--- config.mk ---
export PLATFORM = sky130hd
export DESIGN_NAME = stopwatch_laps_flat
export DESIGN_NICKNAME = d
export VERILOG_FILES = /design/src/rtl/stopwatch_pkg.sv /design/src/rtl/stopwatch_laps_if.sv /design/src/rtl/stopwatch_laps_bcd_digit.sv /design/src/rtl/stopwatch_laps.sv /design/src/flat_wrapper.sv
export SDC_FILE = /design/constraint.sdc
export NUM_CORES = 1
export LEC_CHECK = 0
export CAP_MARGIN = 10
export CORE_AREA = 4 4 165 167
export DETAILED_ROUTE_END_ITERATION = 10
export DIE_AREA = 0 0 169 171
export PLACE_DENSITY = 0.6
export SETUP_SLACK_MARGIN = 0.02
export SYNTH_ARGS = -nofsm -noshare
export SYNTH_HDL_FRONTEND = slang
export SYNTH_SLANG_ARGS = --single-unit
--- constraint.sdc ---
create_clock -name clk_milisec -period 2.3 [get_ports clk_milisec]
set_input_delay 0.46 -clock clk_milisec [delete_from_list [all_inputs] [get_ports clk_milisec]]
set_output_delay 0.46 -clock clk_milisec [all_outputs]
set_load 0.02 [all_outputs]
--- src/rtl/stopwatch_pkg.sv ---
// Shared definitions for the BCD stopwatch: digit type, 32-bit time layout offsets,
// digit limits and the run-state encoding.
package stopwatch_pkg;

    typedef logic [3:0] digit_t;

    localparam int DIGIT_W    = 4;
    localparam int NUM_DIGITS = 8;
    localparam int TIME_W     = DIGIT_W * NUM_DIGITS;

    // Layout: {hr_1,hr_0,min_1,min_0,sec_1,sec_0,cent_1,cent_0}
    localparam int CENT_0_LSB = 0;
    localparam int CENT_1_LSB = 4;
    localparam int SEC_0_LSB  = 8;
    localparam int SEC_1_LSB  = 12;
    localparam int MIN_0_LSB  = 16;
    localparam int MIN_1_LSB  = 20;
    localparam int HR_0_LSB   = 24;
    localparam int HR_1_LSB   = 28;

    localparam int DIGIT_LSB [NUM_DIGITS] = '{CENT_0_LSB, CENT_1_LSB, SEC_0_LSB, SEC_1_LSB,
                                              MIN_0_LSB, MIN_1_LSB, HR_0_LSB, HR_1_LSB};

    localparam digit_t LIMIT_TEN = 4'd9;
    localparam digit_t LIMIT_SIX = 4'd5;

    typedef logic [TIME_W-1:0] time_bcd_t;

    typedef enum logic {
        STOPPED = 1'b0,
        RUNNING = 1'b1
    } run_state_t;

    function automatic digit_t digit_limit(int lsb);
        if (lsb == SEC_1_LSB || lsb == MIN_1_LSB)
            return LIMIT_SIX;
        return LIMIT_TEN;
    endfunction

    function automatic digit_t saturate_digit(digit_t d, digit_t limit);
        return (d > limit) ? limit : d;
    endfunction

endpackage

--- src/rtl/stopwatch_laps_if.sv ---
// Lap FIFO read port of the stopwatch; master is the lap consumer, slave is the stopwatch.
interface stopwatch_laps_if #(
    parameter int LAP_DEPTH = 4
);
    import stopwatch_pkg::*;

    logic                       lap_rd;
    time_bcd_t                  lap_bcd;
    logic                       lap_valid;
    logic                       lap_full;
    logic [$clog2(LAP_DEPTH):0] lap_count;

    modport master (
        output lap_rd,
        input  lap_bcd,
        input  lap_valid,
        input  lap_full,
        input  lap_count
    );

    modport slave (
        input  lap_rd,
        output lap_bcd,
        output lap_valid,
        output lap_full,
        output lap_count
    );

endinterface

--- src/rtl/stopwatch_laps_bcd_digit.sv ---
// One BCD digit of the stopwatch, wrapping at LIMIT. With STOPWATCH_DOWN_EN defined it
// also supports a saturating parallel load and a borrow chain for counting down.
module bcd_digit
    import stopwatch_pkg::*;
#(
    parameter digit_t LIMIT = LIMIT_TEN
) (
    input  logic   clk,
    input  logic   rst_n,
    input  logic   zero,
`ifdef STOPWATCH_DOWN_EN
    input  logic   ld,
    input  digit_t ld_val,
    input  logic   borrow_in,
    output logic   borrow_out,
`endif
    input  logic   carry_in,
    output logic   carry_out,
    output digit_t value
);

    // Zeroing wins over everything so that clear and hour wrap always land on 0.
    always_ff @(posedge clk or negedge rst_n) begin
        if (!rst_n)
            value <= '0;
        else if (zero)
            value <= '0;
`ifdef STOPWATCH_DOWN_EN
        else if (ld)
            value <= saturate_digit(ld_val, LIMIT);
`endif
        else if (carry_in)
            value <= (value == LIMIT) ? '0 : value + digit_t'(1);
`ifdef STOPWATCH_DOWN_EN
        else if (borrow_in)
            value <= (value == '0) ? LIMIT : value - digit_t'(1);
`endif
    end

    assign carry_out = carry_in && (value == LIMIT);

`ifdef STOPWATCH_DOWN_EN
    assign borrow_out = borrow_in && (value == '0);
`endif

endmodule

--- src/rtl/stopwatch_laps.sv ---
// Centisecond BCD stopwatch with a lap FIFO. Define STOPWATCH_DOWN_EN to add the
// countdown mode (dir, load, load_bcd inputs and the done pulse).
module stopwatch_laps
    import stopwatch_pkg::*;
#(
    parameter int LAP_DEPTH = 4,
    parameter int HR_WRAP   = 100
) (
    input  logic      clk_milisec,
    input  logic      rst,
    input  logic      en,
    input  logic      start_stop,
    input  logic      clear,
    input  logic      split,
`ifdef STOPWATCH_DOWN_EN
    input  logic      dir,
    input  logic      load,
    input  time_bcd_t load_bcd,
    output logic      done,
`endif
    output time_bcd_t time_bcd,
    output logic      running,
    output logic      wrapped,
    output logic      lap_ovf,
    stopwatch_laps_if.slave lap
);

    localparam int PW = $clog2(LAP_DEPTH);
    localparam int CW = PW + 1;
    localparam int HR_0_IDX = HR_0_LSB / DIGIT_W;
    localparam digit_t HR_MAX_1 = digit_t'((HR_WRAP - 1) / 10);
    localparam digit_t HR_MAX_0 = digit_t'((HR_WRAP - 1) % 10);

    typedef logic [PW-1:0] ptr_t;
    typedef logic [CW-1:0] cnt_t;

    run_state_t state;
    time_bcd_t  time_q;
    logic       stopped;
    logic       clr_time;
    logic       count_up;
    logic       hr_wrap;

    assign stopped  = (state == STOPPED);
    assign running  = (state == RUNNING);
    assign clr_time = clear && stopped;
    assign time_bcd = time_q;

`ifdef STOPWATCH_DOWN_EN
    logic load_now;
    logic count_down;
    logic down_active;
    logic at_or_near_zero;
    logic done_pend;

    assign load_now        = load && stopped && !clear;
    assign down_active     = running && en && dir;
    assign count_down      = down_active && (time_q != '0);
    assign at_or_near_zero = (time_q <= time_bcd_t'(1));
    assign count_up        = running && en && !dir;
`else
    assign count_up        = running && en;
`endif

    for (genvar i = 0; i < NUM_DIGITS; i++) begin : g_digit
        localparam bit IS_HOUR = (DIGIT_LSB[i] >= HR_0_LSB);
        logic cin;
        logic cout;
        logic zero;
`ifdef STOPWATCH_DOWN_EN
        logic bin;
        logic bout;
`endif

        if (i == 0) begin : g_lsd
            assign cin = count_up;
`ifdef STOPWATCH_DOWN_EN
            assign bin = count_down;
`endif
        end else begin : g_chain
            assign cin = g_digit[i-1].cout;
`ifdef STOPWATCH_DOWN_EN
            assign bin = g_digit[i-1].bout;
`endif
        end

        assign zero = clr_time || (IS_HOUR && hr_wrap);

        bcd_digit #(
            .LIMIT(digit_limit(DIGIT_LSB[i]))
        ) u_digit (
            .clk       (clk_milisec),
            .rst_n     (rst),
            .zero      (zero),
`ifdef STOPWATCH_DOWN_EN
            .ld        (load_now),
            .ld_val    (load_bcd[DIGIT_LSB[i] +: DIGIT_W]),
            .borrow_in (bin),
            .borrow_out(bout),
`endif
            .carry_in  (cin),
            .carry_out (cout),
            .value     (time_q[DIGIT_LSB[i] +: DIGIT_W])
        );
    end

    // Hours are two plain decimal digits, so the HR_WRAP modulus is enforced here.
    assign hr_wrap = g_digit[HR_0_IDX].cin
                  && (time_q[HR_1_LSB +: DIGIT_W] == HR_MAX_1)
                  && (time_q[HR_0_LSB +: DIGIT_W] == HR_MAX_0);

    time_bcd_t mem [LAP_DEPTH];
    ptr_t      wr_ptr;
    ptr_t      rd_ptr;
    cnt_t      lap_cnt;
    time_bcd_t head;
    logic      fifo_full;
    logic      do_wr;
    logic      do_rd;

    assign fifo_full = (lap_cnt == cnt_t'(LAP_DEPTH));
    assign do_rd     = lap.lap_rd && (lap_cnt != '0);
    assign do_wr     = split && (!fifo_full || lap.lap_rd);

    assign lap.lap_bcd   = head;
    assign lap.lap_valid = (lap_cnt != '0);
    assign lap.lap_full  = fifo_full;
    assign lap.lap_count = lap_cnt;

    always_ff @(posedge clk_milisec or negedge rst) begin
        if (!rst) begin
            state    <= STOPPED;
            wrapped  <= 1'b0;
            lap_ovf  <= 1'b0;
`ifdef STOPWATCH_DOWN_EN
            done     <= 1'b0;
            done_pend <= 1'b0;
`endif
        end else begin
            if (start_stop)
                state <= running ? STOPPED : RUNNING;
`ifdef STOPWATCH_DOWN_EN
            // Stop on the edge that reaches zero; done follows one cycle later.
            if (down_active && at_or_near_zero) begin
                state     <= STOPPED;
                done_pend <= 1'b1;
            end else begin
                done_pend <= 1'b0;
            end
            done <= done_pend;
`endif
            if (hr_wrap)
                wrapped <= 1'b1;
            else if (clr_time)
                wrapped <= 1'b0;

            if (split && fifo_full && !lap.lap_rd)
                lap_ovf <= 1'b1;
            else if (clr_time)
                lap_ovf <= 1'b0;
        end
    end

    always_ff @(posedge clk_milisec) begin
        if (do_wr)
            mem[wr_ptr] <= time_q;
    end

    // The head register keeps the last popped value once the FIFO drains.
    always_ff @(posedge clk_milisec or negedge rst) begin
        if (!rst) begin
            wr_ptr  <= '0;
            rd_ptr  <= '0;
            lap_cnt <= '0;
            head    <= '0;
        end else begin
            if (do_wr)
                wr_ptr <= wr_ptr + ptr_t'(1);
            if (do_rd)
                rd_ptr <= rd_ptr + ptr_t'(1);

            if (do_wr && !do_rd)
                lap_cnt <= lap_cnt + cnt_t'(1);
            else if (!do_wr && do_rd)
                lap_cnt <= lap_cnt - cnt_t'(1);

            if (do_rd && (lap_cnt > cnt_t'(1)))
                head <= mem[rd_ptr + ptr_t'(1)];
            else if (do_wr && ((lap_cnt == '0) || (do_rd && (lap_cnt == cnt_t'(1)))))
                head <= time_q;
        end
    end

endmodule
--- src/flat_wrapper.sv ---
// flat-port wrapper written by rule: the top's interface ports become plain ports
module stopwatch_laps_flat import stopwatch_pkg::*;
#(
    parameter int LAP_DEPTH = 4,
    parameter int HR_WRAP   = 100
)
  (clk_milisec, rst, en, start_stop, clear, split, time_bcd, running, wrapped, lap_ovf, lap_lap_rd, lap_lap_bcd, lap_lap_valid, lap_lap_full, lap_lap_count);
  stopwatch_laps_if #(.LAP_DEPTH(LAP_DEPTH)) lap_i ();
  input  logic clk_milisec;
  input  logic rst;
  input  logic en;
  input  logic start_stop;
  input  logic clear;
  input  logic split;
  output time_bcd_t time_bcd;
  output logic running;
  output logic wrapped;
  output logic lap_ovf;
  input wire logic [$bits(lap_i.lap_rd)-1:0] lap_lap_rd;
  output wire logic [$bits(lap_i.lap_bcd)-1:0] lap_lap_bcd;
  output wire logic [$bits(lap_i.lap_valid)-1:0] lap_lap_valid;
  output wire logic [$bits(lap_i.lap_full)-1:0] lap_lap_full;
  output wire logic [$bits(lap_i.lap_count)-1:0] lap_lap_count;
  assign lap_i.lap_rd = lap_lap_rd;
  assign lap_lap_bcd = lap_i.lap_bcd;
  assign lap_lap_valid = lap_i.lap_valid;
  assign lap_lap_full = lap_i.lap_full;
  assign lap_lap_count = lap_i.lap_count;
  stopwatch_laps #(.LAP_DEPTH(LAP_DEPTH), .HR_WRAP(HR_WRAP)) u_core (.clk_milisec(clk_milisec), .rst(rst), .en(en), .start_stop(start_stop), .clear(clear), .split(split), .time_bcd(time_bcd), .running(running), .wrapped(wrapped), .lap_ovf(lap_ovf), .lap(lap_i));
endmodule
; After elaboration in Yosys (flattened, before gate mapping)
; Memory sizes are Yosys's and may differ from the RTL's.
; Index checks and enable logic that the tools add are counted.
[op_classes]
n_addsub = 12
multipliers = 0
n_div = 0
n_lt_le_gt_ge = 1
eq_ne = 10
shifts = 0
mux = 34
bitwise_logic = 1
n_reduce_logical = 41
[op_table]
columns = operator, n
row1 = 4-bit 2-to-1 mux, 24
row2 = 32-bit 2-to-1 mux, 2
row3 = "4-bit by 1-bit adder with 4-bit output, second input constant", 8
row4 = "4-bit equality test, second input constant", 6
row5 = 2-bit nonzero test, 12
row6 = 1-bit logical AND, 20
row7 = "4-bit by 3-bit equality test with 1-bit output, second input constant", 2
row8 = 1-bit 2-to-1 mux, 6
row9 = 3-bit 2-to-1 mux, 2
row10 = "2-bit by 1-bit adder with 2-bit output, second input constant", 2
row11 = 1-bit logical NOT, 4
row12 = "3-bit by 1-bit adder with 3-bit output, second input constant", 1
row13 = "3-bit by 1-bit equality test with 1-bit output, second input constant", 1
row14 = "3-bit equality test, second input constant", 1
row15 = "3-bit by 1-bit > comparator with 1-bit output, second input constant", 1
row16 = 3-bit logical NOT, 1
row17 = 1-bit logical OR, 3
row18 = 3-bit nonzero test, 1
row19 = "3-bit by 1-bit subtractor with 3-bit output, second input constant", 1
row20 = 1-bit NOT, 1
[totals]
regBits = 74
latchBits = 0
mem_bits_rw = 128
rom_bits = 0
input_bits = 7
out_inout_bits = 72
n_memories = 1
[memory_table]
columns = name, depth, word_bits, rd, rd_ports_with_merged_regs, write_ports, line
row1 = u_core.mem, 4, 32, 1, 0, 1, stopwatch_laps.sv:112  ; time_bcd_t mem [LAP_DEPTH];

; Depth between registers and ports, before layout
[depth]
depth_word = 11
ltp_mapped = 8
depth_no_buf = 8

; Cells and area by module
; A second synthesis with hierarchy kept.
[hier_totals]
hier_cells = 533
hier_area_um2 = 8758.4
[by_module_without_submodules]
columns = mod, instances, cells_each, area_per_inst_um2
row1 = stopwatch_laps, 1, 331, 6841.6
row2 = bcd_digit at u_core.g_digit[0].u_digit ..., 6, 26, 241.5
row3 = bcd_digit at u_core.g_digit[3].u_digit ..., 2, 23, 234.0

; Worst setup path after synthesis
; No wires, ideal clock.
[synth_timing]
path_kind = reg-to-reg
start = register u_core.lap_cnt[0] (netlist: u_core.lap.lap_count[0])
end = memory u_core.mem[0][0] (netlist name), enable pin
setup_ns = 0.392
arrival_ns = 1.993
path_slack_ns = -0.085
path_stages_with_launch = 6
n_path_buf = 0
period_less_slack_ns = 2.385
cell_sequence = dfrtp_1 -> inv_1 -> ha_1 -> nand2_1 -> o21a_1 -> and2_1
[synth_between]
elab_chain_cells = 6
[synth_lines]
columns = item, line
row1 = start: declaration, stopwatch_laps.sv:115  ; cnt_t lap_cnt;
row2 = start signal: assignment, stopwatch_laps.sv:183  ; lap_cnt <= lap_cnt + cnt_t'(1);
row3 = start signal: assignment, stopwatch_laps.sv:185  ; lap_cnt <= lap_cnt - cnt_t'(1);
row4 = 3-bit equality test, stopwatch_laps.sv:121  ; assign fifo_full = (lap_cnt == cnt_t'(LAP_DEPTH));
row5 = 1-bit logical NOT, stopwatch_laps.sv:123  ; assign do_wr = split && (!fifo_full || lap.lap_rd);
row6 = 1-bit logical OR, stopwatch_laps.sv:123
row7 = 1-bit logical AND, stopwatch_laps.sv:123
row8 = named net u_core.do_wr, stopwatch_laps.sv:118  ; logic do_wr;
row9 = 1-bit 2-to-1 mux, stopwatch_laps.sv:165  ; if (do_wr)
row10 = 1-bit 2-to-1 mux (implied by the code), stopwatch_laps.sv:166  ; mem[wr_ptr] <= time_q;
row11 = end: declaration, stopwatch_laps.sv:112
; The timed path passes the listed nets, and every way through them passes these cells.

; Final worst setup path
[layout_timing]
start = register u_core.g_digit[6].u_digit.value[2]
end = output port time_bcd[26]
[layout_rtl]
columns = item, line
row1 = start: declaration, stopwatch_laps_bcd_digit.sv:19  ; output digit_t value
row2 = start signal: assignment, stopwatch_laps_bcd_digit.sv:33  ; value <= (value == LIMIT) ? '0 : value + digit_t'(1);
row3 = end: declaration, flat_wrapper.sv:15  ; output time_bcd_t time_bcd;
; No word-level cell between the ends.

==> qor.csv <==
metric,value,unit
status,"complete, no violations",
n_fill_cell,2316,
reg2reg_start,u_core.lap.lap_count[0],
min-delay-start,lap_lap_rd,
final_critical_delay_including_setup_and_external_delays,2.201,ns
layout_setup_ws,0.09890,ns
ys_types,52,
combPwrFrac,36.7,%
grt_first_pass_wirelength,34.64,mm
synthesis.yosys.warnings,0,
wl,21.79,mm
worst_path_slowest_cell,sky130_fd_sc_hd__clkdlybuf4s50_1,
hold_path_depth,3,
clk-insertion-delay-late,0.49,ns
critical_setup_path_kind,reg -> out,
netlist_area,8937,sq um
achievable_freq,0.4543,GHz
drt_iter0_drc,393,
global_route_usage_over_all_layers,14.99,%
report.final.setup_viol,0,
fraction_of_the_yosys_area_taken_by_sequential_cells,63.73,%
gp_weighted_congestion,0.7586,
initial_standard_cell_utilization_of_the_core,34.69,%
rows,59,
critPathRequiredTime,1.84,ns
post_synth_inst_count,631,
die_width,169,um
post_route_cells_drive_above_1_share,17.53,%
cts.htree.levels,1,
multi_input_area,2973,sq um
core_region_area,25760,sq um
power.share.sequential,39.5,%
vias_per_cell,5.322,
synth_area_per_cell,14.16,sq um
slew_of_the_pin_with_the_lowest_slew_margin,0.5335,ns
grt_start_max_net_pins,46,
clock-skew-final,0.01134,ns
synth_fp_nets,663,
critPathArrivalTime,1.74,ns
yosys_most_used_dff,sky130_fd_sc_hd__edfxtp_1,
hpwl,13.64,mm
clock_power_share,23.8,%
cts.sinks,202,
clock_tree_from_tritoncts,yes,
clk_transition_reported_paths,0.06,ns
placement.io_buffers,78,
worst_hold_path_type,in -> reg,
critPathBufInv,1,
crit_path_max_incr_delay,0.68,ns
area.growth.synth_to_final,23.74,%
post-route-period-util,95.70,%
startpoint_type,flop,
endpoint_kind,output port,
io-pin-count,79,
grt.overflow.total,0,
intPower,8.892,mW
crit_start,u_core.g_digit[6].u_digit.value[2],
final_antenna_net_count,0,
final_net_count,769,
die-height,171,um
fin_tns_setup,0,ns
timing.rr.end,u_core.lap.lap_bcd[21],
total_die_area,28900,sq um
cts_buffer_depth,3,
switching_share,33.65,%
number_of_antenna_violations_at_the_first_check_in_global_routing,0,
clock_buffers_created_by_tritoncts,22,
power_per_cell_area,1212,nW/um^2
cts_root_buffer,sky130_fd_sc_hd__clkbuf_16,
rsz0062_at_grt,no,
routed_wire_length_per_instance,20.03,um
routed-via-count,5790,
hold_path_end,u_core.rd_ptr[0],
dr.pass1.iters,4,
ff2ff_setup_slack,0.30,ns
insertedDiodeCount,0,
vias_in_the_first_global_route,5891,
slew-limit-headroom,64.43,%
synth-async-reset-ratio,36.63,%
synth-edff-count,128,
flip_flop_and_latch_count_after_synthesis,202,
report.final.slew_viol_count,0,
timing.critical_path.fanout_max,10,
sequential_cell_area,5698,sq um
power.switching,4.510,mW
max_cap_violations,0,
vdd_drop_max,0.5578,mV
critical_path.top_delay_family,buffers and inverters,
ff2ff_path_depth,6,
timing.final.hold_violations,0,
number_of_remaining_drc_errors,0,
p_leak,3.898,nW
critical_path.cell_chain,clkdlybuf4s50_1,
place_ws,0.1782,ns
-- metrics by stage --
step / power [mW] / area (sq um) / util (%) / hold WS, ns / instances
after floorplan: 8.294 / 8942 / - / 0.1644 / 631
after global placement: 10.29 / 10410 / 40.39 / 0.4467 / 1047
after detailed placement: 10.37 / 10410 / 40.39 / 0.4479 / 1047
after CTS: 13.59 / 11070 / 42.95 / 0.3135 / 1088
after global routing: 14.18 / 11060 / 42.93 / 0.3504 / 1088
final: 13.40 / 11060 / 42.93 / 0.3365 / 1088
-- final cells by class --
type                            count  share of cell area, %
Sequential cell                   202                  51.52
Clock inverter                     11                 0.4639
Clock buffer                       29                  5.408
Tap cell                          335                  3.790
Inverter                           19                 0.6449
Multi-Input combinational cell    363                  26.88
Timing Repair Buffer              129                  11.29
-- power by group through the flow --
stage                     clock network [mW]  registers [mW]  logic [mW]
final                                   3.19            5.29        4.92
after global routing                    3.43            5.39        5.35
after CTS                               3.29            5.31        5.00
after detailed placement                   0            5.37        4.99
after global placement                     0            5.34        4.95
after floorplan                            0            5.75        2.55
-- Yosys cell counts, types with 2 or more instances --
master,instances,share of area [%]
sky130_fd_sc_hd__or3_1,4,0.28
sky130_fd_sc_hd__buf_2,12,0.67
sky130_fd_sc_hd__a31oi_1,34,2.4
sky130_fd_sc_hd__o21ai_0,49,2.7
sky130_fd_sc_hd__a21o_1,2,0.17
sky130_fd_sc_hd__nand4_1,5,0.35
sky130_fd_sc_hd__nand2_1,19,0.80
sky130_fd_sc_hd__a211oi_1,34,2.9
sky130_fd_sc_hd__a32o_1,2,0.22
sky130_fd_sc_hd__xnor2_1,6,0.59
sky130_fd_sc_hd__and2_1,8,0.56
sky130_fd_sc_hd__nor2b_1,2,0.14
sky130_fd_sc_hd__nor3_1,5,0.28
sky130_fd_sc_hd__nand2b_1,3,0.21
sky130_fd_sc_hd__edfxtp_1,128,43
sky130_fd_sc_hd__a21oi_1,15,0.84
sky130_fd_sc_hd__and4_1,2,0.20
sky130_fd_sc_hd__xor2_1,2,0.20
sky130_fd_sc_hd__and3b_1,7,0.69
sky130_fd_sc_hd__buf_1,6,0.25
sky130_fd_sc_hd__mux2i_1,8,0.90
sky130_fd_sc_hd__nand2_2,2,0.14
sky130_fd_sc_hd__mux4_2,32,8.1
sky130_fd_sc_hd__dfrtp_1,74,21
sky130_fd_sc_hd__clkbuf_1,24,1.0
sky130_fd_sc_hd__o31ai_1,9,0.76
sky130_fd_sc_hd__or4_1,9,0.76
sky130_fd_sc_hd__buf_6,4,0.50
sky130_fd_sc_hd__inv_1,19,0.80
sky130_fd_sc_hd__nand3_1,43,2.4
sky130_fd_sc_hd__o21a_1,2,0.17
sky130_fd_sc_hd__ha_1,25,3.5
sky130_fd_sc_hd__nor2_1,16,0.67
-- placed cells by master, fill, tap and decap left out, types with 5 or more instances in the layout --
cell / n
sky130_fd_sc_hd__edfxtp_1: 128
sky130_fd_sc_hd__clkdlybuf4s50_1: 74
sky130_fd_sc_hd__dfrtp_1: 72
sky130_fd_sc_hd__o21ai_0: 49
sky130_fd_sc_hd__nand3_1: 43
sky130_fd_sc_hd__buf_4: 43
sky130_fd_sc_hd__a211oi_1: 34
sky130_fd_sc_hd__a31oi_1: 34
sky130_fd_sc_hd__mux4_2: 32
sky130_fd_sc_hd__ha_1: 24
sky130_fd_sc_hd__clkbuf_16: 23
sky130_fd_sc_hd__inv_1: 19
sky130_fd_sc_hd__nand2_1: 19
sky130_fd_sc_hd__nor2_1: 16
sky130_fd_sc_hd__a21oi_1: 15
sky130_fd_sc_hd__or4_1: 9
sky130_fd_sc_hd__mux2i_1: 8
sky130_fd_sc_hd__o31ai_1: 8
sky130_fd_sc_hd__buf_12: 8
sky130_fd_sc_hd__and3b_1: 7
sky130_fd_sc_hd__xnor2_1: 6
sky130_fd_sc_hd__clkinv_1: 6
sky130_fd_sc_hd__clkbuf_1: 6
sky130_fd_sc_hd__nor3_1: 5
sky130_fd_sc_hd__nand4_1: 5
-- timing repair --
item	4_1_cts	5_1_grt
endpoints found under the setup margin	2	3
hold buffers	1	0
hold endpoints to repair	29	0
buffers inserted	0	0
resized for setup	3	5
-- cell families (layout without fill, tap and decap cells) --
| family | after synthesis | in the layout | synth area share, % |
|---|---|---|---|
| compound gates | 154 | 154 | 10.81 |
| xor+xnor | 8 | 8 | 0.7840 |
| fa+ha+maj | 25 | 25 | 3.500 |
| buf+inv | 66 | 188 | 3.318 |
| flops | 202 | 202 | 63.73 |
| mux | 41 | 41 | 9.086 |
| simple gates | 135 | 135 | 8.778 |
-- layer usage --
metal | global-route usage (%) | wire length [um]
met1 | 21.19 | 9893
met2 | 24.60 | 10520
met4 | 3.325 | 296
met3 | 2.472 | 1078
met5 | 0 | 0
-- flip-flops by register name, summed over array words and instances, names as in the netlist --
register / cells
u_core.lap_ovf: 1
u_core.lap.lap_bcd: 32
u_core.g_digit.u_digit.value: 32
u_core.wrapped: 1
u_core.wr_ptr: 2
u_core.lap.lap_count: 3
u_core.running: 1
u_core.mem: 128
u_core.rd_ptr: 2
-- how the worst max path moves through the flow --
stage | end | cells past startpoint
after floorplan | u_core.mem[0][0] | 5
after global routing | time_bcd[22] | 1
after global placement | u_core.g_digit[4].u_digit.value[3] | 5
after CTS | lap_lap_full | 5
final | time_bcd[26] | 1
after detailed placement | u_core.g_digit[4].u_digit.value[3] | 5
Power figures use the tool's default switching activity.
